<file path="src/rtl/cache_refill_ctrl.sv">
// Refill sequencer for the direct-mapped data cache: block refill on load miss,
// write-through/no-allocate stores, and hit/miss performance counters.
//
// state   | meaning
// --------+-------------------------------------------------------------
// IDLE    | accept cpu requests; hits answered from the cache directly
// RD_REQ  | present read request for the current beat until accepted
// RD_WAIT | wait for read data of the current beat
// FILL    | one-cycle whole-block write into the cache
// RESP    | return the missed word from the fill buffer, release stall
// WR_REQ  | forward the latched store to memory until accepted
module cache_refill_ctrl #(
  parameter int DATA_WIDTH    = 32,
  parameter int ADDRESS_WIDTH = 30,
  parameter int BLOCK_SIZE    = 3,
  parameter int CNT_WIDTH     = 32
) (
  input  logic                                 clk,
  input  logic                                 rst,
  input  logic                                 cpu_req,
  input  logic                                 cpu_we,
  input  logic [ADDRESS_WIDTH-1:0]             cpu_addr,
  input  logic [DATA_WIDTH-1:0]                cpu_wdata,
  output logic [DATA_WIDTH-1:0]                cpu_rdata,
  output logic                                 stall,
  input  logic                                 cache_hit,
  input  logic [DATA_WIDTH-1:0]                cache_rdata,
  output logic                                 cache_wr_en,
  output logic                                 cache_fill_en,
  output logic [DATA_WIDTH*(2**BLOCK_SIZE)-1:0] cache_fill_data,
  output logic                                 mem_req,
  output logic                                 mem_we,
  output logic [ADDRESS_WIDTH-1:0]             mem_addr,
  output logic [DATA_WIDTH-1:0]                mem_wdata,
  input  logic                                 mem_ready,
  input  logic                                 mem_rvalid,
  input  logic [DATA_WIDTH-1:0]                mem_rdata,
  output logic [CNT_WIDTH-1:0]                 hit_count,
  output logic [CNT_WIDTH-1:0]                 miss_count
);

  localparam int S = 2**BLOCK_SIZE;

  typedef enum logic [2:0] {
    IDLE    = 3'd0,
    RD_REQ  = 3'd1,
    RD_WAIT = 3'd2,
    FILL    = 3'd3,
    RESP    = 3'd4,
    WR_REQ  = 3'd5
  } state_t;

  state_t                                  state;
  logic [BLOCK_SIZE-1:0]                   beat;
  logic [BLOCK_SIZE-1:0]                   offset;
  logic [ADDRESS_WIDTH-BLOCK_SIZE-1:0]     blk_addr;
  logic [ADDRESS_WIDTH-1:0]                wr_addr;
  logic [DATA_WIDTH-1:0]                   wr_data;
  logic [S-1:0][DATA_WIDTH-1:0]            fill_buf;
  logic                                    idle_req;

  // Requests are masked while reset is held so every output reads zero.
  assign idle_req        = cpu_req && !rst;
  assign cache_fill_data = fill_buf;

  always_ff @(posedge clk or posedge rst) begin
    if (rst) begin
      state      <= IDLE;
      beat       <= '0;
      offset     <= '0;
      blk_addr   <= '0;
      wr_addr    <= '0;
      wr_data    <= '0;
      fill_buf   <= '0;
      hit_count  <= '0;
      miss_count <= '0;
    end else begin
      case (state)
        IDLE: begin
          if (cpu_req) begin
            if (cache_hit)
              hit_count <= hit_count + CNT_WIDTH'(1);
            if (cpu_we) begin
              wr_addr <= cpu_addr;
              wr_data <= cpu_wdata;
              state   <= WR_REQ;
            end else if (!cache_hit) begin
              miss_count <= miss_count + CNT_WIDTH'(1);
              blk_addr   <= cpu_addr[ADDRESS_WIDTH-1:BLOCK_SIZE];
              offset     <= cpu_addr[BLOCK_SIZE-1:0];
              beat       <= '0;
              state      <= RD_REQ;
            end
          end
        end
        RD_REQ: begin
          if (mem_ready)
            state <= RD_WAIT;
        end
        RD_WAIT: begin
          if (mem_rvalid) begin
            fill_buf[beat] <= mem_rdata;
            if (&beat) begin
              state <= FILL;
            end else begin
              beat  <= beat + 1'b1;
              state <= RD_REQ;
            end
          end
        end
        FILL:    state <= RESP;
        RESP:    state <= IDLE;
        WR_REQ: begin
          if (mem_ready)
            state <= IDLE;
        end
        default: state <= IDLE;
      endcase
    end
  end

  always_comb begin
    stall         = 1'b1;
    cpu_rdata     = '0;
    cache_wr_en   = 1'b0;
    cache_fill_en = 1'b0;
    mem_req       = 1'b0;
    mem_we        = 1'b0;
    mem_addr      = '0;
    mem_wdata     = '0;
    case (state)
      IDLE: begin
        stall       = idle_req && (cpu_we || !cache_hit);
        cache_wr_en = idle_req && cpu_we && cache_hit;
        if (idle_req && !cpu_we && cache_hit)
          cpu_rdata = cache_rdata;
      end
      RD_REQ: begin
        mem_req  = 1'b1;
        mem_addr = {blk_addr, beat};
      end
      RD_WAIT: ;
      FILL:    cache_fill_en = 1'b1;
      RESP: begin
        stall     = 1'b0;
        cpu_rdata = fill_buf[offset];
      end
      WR_REQ: begin
        mem_req   = 1'b1;
        mem_we    = 1'b1;
        mem_addr  = wr_addr;
        mem_wdata = wr_data;
        stall     = !mem_ready;
      end
      default: stall = 1'b0;
    endcase
  end

endmodule
</file>
<file path="config.mk">
export PLATFORM = sky130hd
export DESIGN_NAME = cache_refill_ctrl
export DESIGN_NICKNAME = d
export VERILOG_FILES = /design/src/rtl/cache_refill_ctrl.sv
export SDC_FILE = /design/constraint.sdc
export NUM_CORES = 1
export LEC_CHECK = 0
export ABC_AREA = 1
export CORE_MARGIN = 2
export CORE_UTILIZATION = 40
export CTS_CLUSTER_DIAMETER = 120
export CTS_CLUSTER_SIZE = 28
export DETAILED_ROUTE_END_ITERATION = 10
export HOLD_SLACK_MARGIN = 0.08
export PLACE_DENSITY_LB_ADDON = 0.1
export REMOVE_ABC_BUFFERS = 1
export SKIP_CTS_REPAIR_TIMING = 1
export SLEW_MARGIN = 20
export SYNTH_ARGS = -nofsm -noshare
export SYNTH_HDL_FRONTEND = slang
export SYNTH_SLANG_ARGS = --single-unit
export TNS_END_PERCENT = 10
</file>
<file path="constraint.sdc">
create_clock -name clk -period 46.9 [get_ports clk]
set_input_delay 9.38 -clock clk [delete_from_list [all_inputs] [get_ports clk]]
set_output_delay 9.38 -clock clk [all_outputs]
set_load 0.03 [all_outputs]
</file>
==> impl_metrics.tcl, run 1 <==
set metrics [dict create \
    status "complete, no violations" \
    max-vdd-ir-drop_uv 31.4 \
    synth-seq-cells 418 \
    grt_pass1_vias 17300 \
    fmax_mhz 46.5 \
    hold_ws_ps 495 \
    grt_use_total_pct 26.6 \
    drive_gt1_share_pct 2.27 \
    grt.overflow.total 0 \
    drc 0 \
    period_needed_ps 21500 \
    ctsLongestPathBuffers 3 \
    clock-sinks 418 \
    critPathCaptureType "primary output" \
    ys_warn_count 0 \
    drv_cap 0 \
    die_y_um 227 \
    rows 81 \
    avgSynthCellArea_um2 7.95 \
    rsz0062_at_grt "no" \
    finalSetupViolations 0 \
    ys_async_sr_fraction_pct 100 \
    root_buffer "clkbuf_16" \
    routed-via-count 18500 \
    p_leak_nw 11.9 \
    vias_per_cell 5.11 \
    cp_max_fo 75 \
    slowest_delay_ps 670 \
    skew_ps 18.4 \
    wl_um 70500 \
    rrSetupSlack_ps 44220 \
    worstPathRequired_ps 37520 \
    grt_first_pass_wirelength_um 105000 \
    crit_chain "clkdlybuf4s50_1, inv_8, nand2_1, nor2_4, buf_12, nand2_1, nand2_1, clkdlybuf4s50_1" \
    yosysSeqAreaShare_pct 52.7 \
    dr.pass1.iters 6 \
    slew_viol_final 0 \
    synth.area.top_cells "dfrtp_1, nand2_1, o21ai_0" \
    syn_to_final_growth_pct 32.3 \
    synth-edff-count 0 \
    synth_cell_types 32 \
    yosys.area.top_type "dfrtp_1" \
    antenna_found_initial 5 \
    yosysTopAreaCellShare_pct 52.7 \
    synth-main-ff-cell "dfrtp_1" \
    critical_path_buf_inv_count 4 \
    worst_path_max_delay_cell "clkdlybuf4s50_1" \
    io_pins 552 \
    finalNonFillerCells 3618 \
    die_w_um 227 \
    cp.arrival_ps 12120 \
    final_nets 3087 \
    numCtsBuffers 18 \
    portBuffers 551 \
    gp_congestion 0.896 \
    core-area_mm2 0.0490 \
    start_util_pct 40.6 \
    crit_path_start_kind "input pin" \
    fin_crit_sh_pct 45.8 \
    p_per_area_mw_per_mm2 52.7 \
    final_area_mm2 0.0263 \
    syn_area_mm2 0.0199 \
    maxSlewHeadroom_pct 23.4 \
    tns_ps 0 \
    place_hpwl_um 48700 \
    detail-route-antenna-nets 0 \
    wl_per_cell_um 19.5 \
    die-area_mm2 0.0515 \
    synthCells 2499 \
    cts_tree "done" \
    finalHoldViolCount 0 \
    crit_path_frequent_cell "nand2_1" \
    drtIter0Drc 1451 \
    placed_area_mm2 0.0257 \
    worstSetupPathType "in -> out" \
    dpl.cell_count 3593 \
    grt_max_degree 159 \
    cts.clk_slew.worst_paths_ps 100 \
    clk_latency_ps 550 \
    htree_levels 1 \
    hold_class "reg -> reg" \
    worst_slew_pin_slew_ps 1150 \
    cp_top_family "buffers and inverters" \
]
[tightest hold or removal path: stages (launching register included)]
cell     delay [ps]
dfrtp_1         360
nand2_1          50
o21ai_0          60
[kinds of logic (layout without fill, tap and decap cells)]
| kind of cell | Yosys count | in the layout | share of synthesized area [%] |
|---|---|---|---|
| xor gates and xnor gates | 35 | 35 | 1.54 |
| buffers and inverters | 463 | 915 | 9.44 |
| adders and majority gates | 4 | 4 | 0.252 |
| AOI/OAI and AO/OA | 576 | 576 | 15.3 |
| DFF | 418 | 418 | 52.7 |
| other | 0 | 3 | 0 |
| and+or+nand+nor | 1003 | 1003 | 20.8 |
[state kept, by name (all words and copies together) (netlist names)]
| name | cells |
|---|---|
| beat | 3 |
| wr_data | 32 |
| miss_count | 32 |
| offset | 3 |
| hit_count | 32 |
| state | 3 |
| blk_addr | 27 |
| cache_fill_data | 256 |
| wr_addr | 30 |
[per-stage QoR]
step / total power [mW] / utilization (%) / worst slack, ps
floorplan: 0.905 / - / 17140
global placement: 1.19 / 52.6 / 25060
detailed placement: 1.20 / 52.6 / 24990
CTS: 1.39 / 53.6 / 24980
global route: 1.46 / 53.7 / 25200
finish: 1.38 / 53.7 / 25400
[synth_stat cells, types with 10 or more instances]
cell,count
a21oi_1,129
xor2_1,18
xnor2_1,17
clkbuf_1,58
o21ai_0,286
buf_2,57
nor2_1,176
buf_1,14
o211ai_1,64
inv_1,322
nand3_1,157
nor3_1,10
nand2_1,622
nand4_1,11
dfrtp_1,418
o21ai_1,96
[cell usage in the layout (no fill, tap or decap), types with 2 or more instances in the layout]
master           count
a21oi_1            129
buf_12               2
buf_4               17
clkbuf_16           19
clkdlybuf4s50_1    551
dfrtp_1            415
dfrtp_4              2
diode_2              3
ha_1                 4
inv_1              319
inv_2                3
nand2_1            622
nand2_4              2
nand3_1            157
nand3b_1             7
nand4_1             11
nor2_1             175
nor2_2               3
nor2_4               8
nor3_1               9
nor3_2               2
o211ai_1            64
o21ai_0            286
o21ai_1             96
or2_4                3
xnor2_1             17
xor2_1              18
[per-layer routing]
| metal | up-vias | part of all wire (%) | track usage (%) | wire length [µm] |
|---|---|---|---|---|
| met4 | 4 | 3.4 | 8.83 | 2380 |
| met3 | 121 | 8.2 | 6.23 | 5810 |
| met2 | 693 | 47 | 43.0 | 33100 |
| li1 | 8849 | - | - | - |
| met5 | - | 0.040 | 0 | 28 |
| met1 | 8818 | 41 | 35.2 | 29200 |
[power by group]
part | total (mW) | leakage (nW) | internal, mW | switching [mW]
logic | 0.652 | 6.62 | 0.239 | 0.414
registers | 0.543 | 5.02 | 0.454 | 0.0884
clock network | 0.189 | 0.243 | 0.0754 | 0.114
total | 1.38 | 11.9 | 0.769 | 0.616
[area by class of cell]
cell class                 instances  area (µm²)
timing repair buffer             570        5680
tap                              664         831
multi-input combinational       1618        7560
antenna                            3        7.51
inverter                         324        1220
sequential                       418       10500
fill                            4661       22700
clock buffer                      21         493
[path summary, 6_finish.rpt]
check | cells past startpoint | start | endpoint
setup reg to reg | 9 | state[2] | miss_count[29]
hold / removal | 2 | wr_addr[7] | wr_addr[7]
max in group asynchronous | 4 | rst | cache_fill_data[17]
min in group asynchronous | 2 | rst | cache_fill_data[168]
hold reg to reg | 2 | wr_addr[7] | wr_addr[7]
setup / recovery | 8 | rst | cpu_rdata[27]
No activity file was read; power rests on OpenSTA's default activity.
==> run 2, diff against run 1 <==
- clock period: 46.9 -> 18.27 ns (I/O delays scaled with it)
==> impl_metrics.tcl, run 2 (synthesis results as in run 1) <==
set metrics [dict create \
    status "complete, no violations" \
    final_common_cell "nand2_1" \
    grt_pass1_vias 17500 \
    fmax_mhz 98.5 \
    finalSetupViolations 0 \
    gp_congestion 0.891 \
    period_needed_ps 10150 \
    antenna_found_initial 5 \
    hold_class "reg -> reg" \
    largest_register_ffs 256 \
    regArea_mm2 0.0105 \
    final_area_mm2 0.0263 \
    wl_per_cell_um 19.4 \
    crit_path_start_kind "input pin" \
    finalNonFillerCells 3617 \
    p_per_area_mw_per_mm2 135 \
    root_buffer "clkbuf_16" \
    die_y_um 227 \
    place_hpwl_um 48600 \
    tns_ps 0 \
    start_util_pct 40.6 \
    drive_gt1_share_pct 2.27 \
    die_w_um 227 \
    drv_cap 0 \
    p_leak_nw 11.9 \
    skew_ps 28.9 \
    drtIter0Drc 1502 \
    cp.arrival_ps 6500 \
    numCtsBuffers 18 \
    cts.clk_slew.worst_paths_ps 110 \
    worstSetupStartpoint "rst" \
    final_util_pct 53.6 \
    cp_max_fo 80 \
    ctsLongestPathBuffers 3 \
    grt_max_degree 164 \
    grt_first_pass_wirelength_um 105000 \
    holdCritStartpoint "wr_addr[20]" \
    core-area_mm2 0.0490 \
    placed_area_mm2 0.0258 \
    routed-via-count 18500 \
    r2r-start "state[2]" \
    dr.pass1.iters 8 \
    portBuffers 551 \
    multi_input_area_mm2 0.00756 \
    n_fill_cell 4665 \
    worstPathRequired_ps 14620 \
    worst_slew_pin_slew_ps 1140 \
    cts_tree "done" \
    syn_to_final_growth_pct 32.2 \
    io_pins 552 \
    clock-sinks 418 \
    worstSetupPathType "in -> out" \
    rows 81 \
    mostFrequentLayoutCells "nand2_1, clkdlybuf4s50_1, dfrtp_1" \
    grt.overflow.total 0 \
    detail-route-antenna-nets 0 \
    fin_crit_sh_pct 55.6 \
    drc 0 \
    grt_use_total_pct 26.6 \
    dpl.cell_count 3594 \
    wl_um 70100 \
    htree_levels 1 \
    final_nets 3087 \
    rsz0062_at_grt "no" \
    finalHoldViolCount 0 \
    slew_viol_final 0 \
    critPathCaptureType "primary output" \
    max-vdd-ir-drop_uv 102 \
    maxSlewHeadroom_pct 23.8 \
    die-area_mm2 0.0515 \
    clk_latency_ps 560 \
    vias_per_cell 5.10 \
]
## run 2: routing by layer
| metal | track usage, % | wire length (µm) | share of wire, % | up-vias |
|---|---|---|---|---|
| li1 | - | - | - | 8857 |
| met1 | 35.6 | 29500 | 42 | 8854 |
| met2 | 43.2 | 33100 | 47 | 624 |
| met3 | 5.44 | 5360 | 7.6 | 117 |
| met4 | 8.62 | 2180 | 3.1 | 4 |
| met5 | 0 | 33 | 0.047 | - |
## run 2: metrics by stage
stage                     hold WS [ps]  worst slack, ps  total power, mW
final                              498             8120             3.56
after global routing               514             7890             3.76
after CTS                          500             8070             3.58
after detailed placement           473             8060             3.09
after global placement             465             8100             3.06
after floorplan                    453            -34.5             2.32
## run 2: layout make-up
cell class / count / share of cell area [%]
sequential: 418 / 39.9
multi-input combinational: 1618 / 28.8
timing repair buffer: 570 / 21.6
inverter: 324 / 4.67
tap: 664 / 3.16
clock buffer: 21 / 1.88
antenna: 2 / 0.0191
## run 2: final timing paths
| check | to | slack, ps | cells past startpoint |
|---|---|---|---|
| min in group asynchronous | miss_count[23] | 3540 | 2 |
| max in group asynchronous | cache_fill_data[73] | 12540 | 4 |
| max reg2reg | miss_count[29] | 15540 | 9 |
| max | cpu_rdata[20] | 8120 | 8 |
| min reg2reg | wr_addr[20] | 500 | 2 |
| min | wr_addr[20] | 500 | 2 |
## run 2: where the power goes
group / internal (mW) / total (mW) / switching [mW]
sequential: 1.17 / 1.39 / 0.223
clock: 0.194 / 0.491 / 0.297
combinational: 0.612 / 1.68 / 1.06
## run 2: worst max-delay path, stage by stage
cell and delay, ps:
clkdlybuf4s50_1 490, inv_8 410, nand2_1 230, nor2_4 260
buf_4 460, nand2_1 110, nand2_1 80, clkdlybuf4s50_1 660
==> run 3, diff against run 2 <==
- clock period: 18.27 -> 9.5 ns (I/O delays scaled with it)
==> impl_metrics.tcl, run 3 (synthesis results as in run 1) <==
set metrics [dict create \
    status "complete, no violations" \
    p_int_mw 3.79 \
    power.switching_mw 3.05 \
    worstPathRequired_ps 7600 \
    ctsLongestPathBuffers 3 \
    antenna_found_initial 6 \
    power_frac_comb_pct 47.0 \
    n_fill_cell 4627 \
    grt.overflow.total 0 \
    place_hpwl_um 48500 \
    fmax_mhz 150 \
    core-area_mm2 0.0490 \
    rrSetupSlack_ps 6750 \
    die_w_um 227 \
    wl_um 70500 \
    total_power_mw 6.84 \
    sequentialPowerShare_pct 39.2 \
    critPathCapture "cpu_rdata[4]" \
    finalSetupViolations 0 \
    cp_max_fo 78 \
    final_nets 3087 \
    drive_gt1_share_pct 2.27 \
    rows 81 \
    multi_input_area_mm2 0.00756 \
    cts_tree "done" \
    die_y_um 227 \
    cts.clk_slew.worst_paths_ps 110 \
    worstSetupStartpoint "rst" \
    cp_top_family "buffers and inverters" \
    worst-path-stages 8 \
    crit_path_frequent_cell "nand2_1" \
    final_common_cell "nand2_1" \
    crit_chain "clkdlybuf4s50_1, inv_8, nand2_1, nor2_4, buf_4, nand2_1, nand2_1, clkdlybuf4s50_1" \
    routed-via-count 18500 \
    portBuffers 551 \
    syn_to_final_growth_pct 32.3 \
    post-place-ws_ps 2820 \
    grt_pass1_vias 17600 \
    fin_crit_sh_pct 70.0 \
    grt_first_pass_wirelength_um 105000 \
    slowest_delay_ps 660 \
    critical_path_buf_inv_count 4 \
    pwr-share-clk_pct 13.9 \
    clk_latency_ps 560 \
    worst_slew_pin_slew_ps 1150 \
    drtIter0Drc 1503 \
    grt_use_total_pct 26.6 \
    hold_class "reg -> reg" \
    clock-sinks 418 \
    critPathCaptureType "primary output" \
    swShare_pct 44.6 \
    gp_congestion 0.879 \
    root_buffer "clkbuf_16" \
    worst_path_max_delay_cell "clkdlybuf4s50_1" \
    die-area_mm2 0.0515 \
    r2r.worst_path.cells 7 \
    io_pins 552 \
    vias_per_cell 5.12 \
    mostFrequentLayoutCells "nand2_1, clkdlybuf4s50_1, dfrtp_1" \
    period_needed_ps 6650 \
    numCtsBuffers 18 \
    detail-route-antenna-nets 0 \
    dr.pass1.iters 6 \
    htree_levels 1 \
    start_util_pct 40.6 \
    worstSetupPathType "in -> out" \
    max-vdd-ir-drop_uv 211 \
    crit_path_start_kind "input pin" \
    skew_ps 9.92 \
    finalHoldViolCount 0 \
    r2r-start "state[2]" \
    maxSlewHeadroom_pct 23.2 \
    cp.arrival_ps 4750 \
    rr_endpoint "hit_count[30]" \
    p_per_area_mw_per_mm2 260 \
    largest_register_ffs 256 \
    grt_max_degree 137 \
    finalWorstSetupSlack_ps 2850 \
    rsz0062_at_grt "no" \
    drc 0 \
    regArea_mm2 0.0105 \
    slew_viol_final 0 \
    p_leak_nw 11.9 \
    wl_per_cell_um 19.5 \
    drv_cap 0 \
]
[run 3: cell count changes in the layout (fill, tap and decap cells not counted), sizes merged]
cell and delta:
diode +2
[run 3: through the flow]
stage	utilization (%)	TNS (ps)	cell area, µm²	instances	hold slack, ps
detailed placement	52.6	0	25700	3593	473
finish	53.7	0	26300	3619	497
global route	53.7	0	26300	3618	514
floorplan	-	-1873440	19200	2360	453
CTS	53.6	0	26200	3614	502
global placement	52.6	0	25700	3593	466
[run 3: layout make-up]
cell class,instances,area share [%]
inverters,324,4.66
well taps,664,3.16
flip-flops and latches,418,39.8
repair buffers,570,21.7
clock buffers,21,1.88
diodes,4,0.0381
multi-input cells,1618,28.8
[run 3: how the worst min path moves through the flow]
stage | start | end | cells past startpoint
finish | blk_addr[17] | blk_addr[17] | 2
global route | blk_addr[23] | blk_addr[23] | 2
CTS | blk_addr[17] | blk_addr[17] | 2
detailed placement | wr_addr[9] | wr_addr[9] | 2
global placement | wr_addr[18] | wr_addr[18] | 2
floorplan | wr_addr[0] | wr_addr[0] | 2
[run 3: power groups by stage]
stage               Sequential, mW  Clock [mW]  Combinational (mW)
detailed placement            2.71           0                3.22
global route                  2.74        1.03                3.47
finish                        2.68       0.950                3.21
CTS                           2.67       0.976                3.23
global placement              2.69           0                3.18
floorplan                     3.20           0                1.27
[run 3: per-layer routing]
metal	track usage, %	wire length, µm
met1	34.9	29100
met2	43.2	33100
met3	6.14	5750
met4	9.63	2420
met5	0	33
[run 3: worst register-to-register path: stages, from the launching register on]
cell and delay, ps:
dfrtp_1 470, nor2_4 150, nand4_1 700, inv_1 680
nand2_1 250, nor2_1 240, nand3_1 110, nand2_1 80
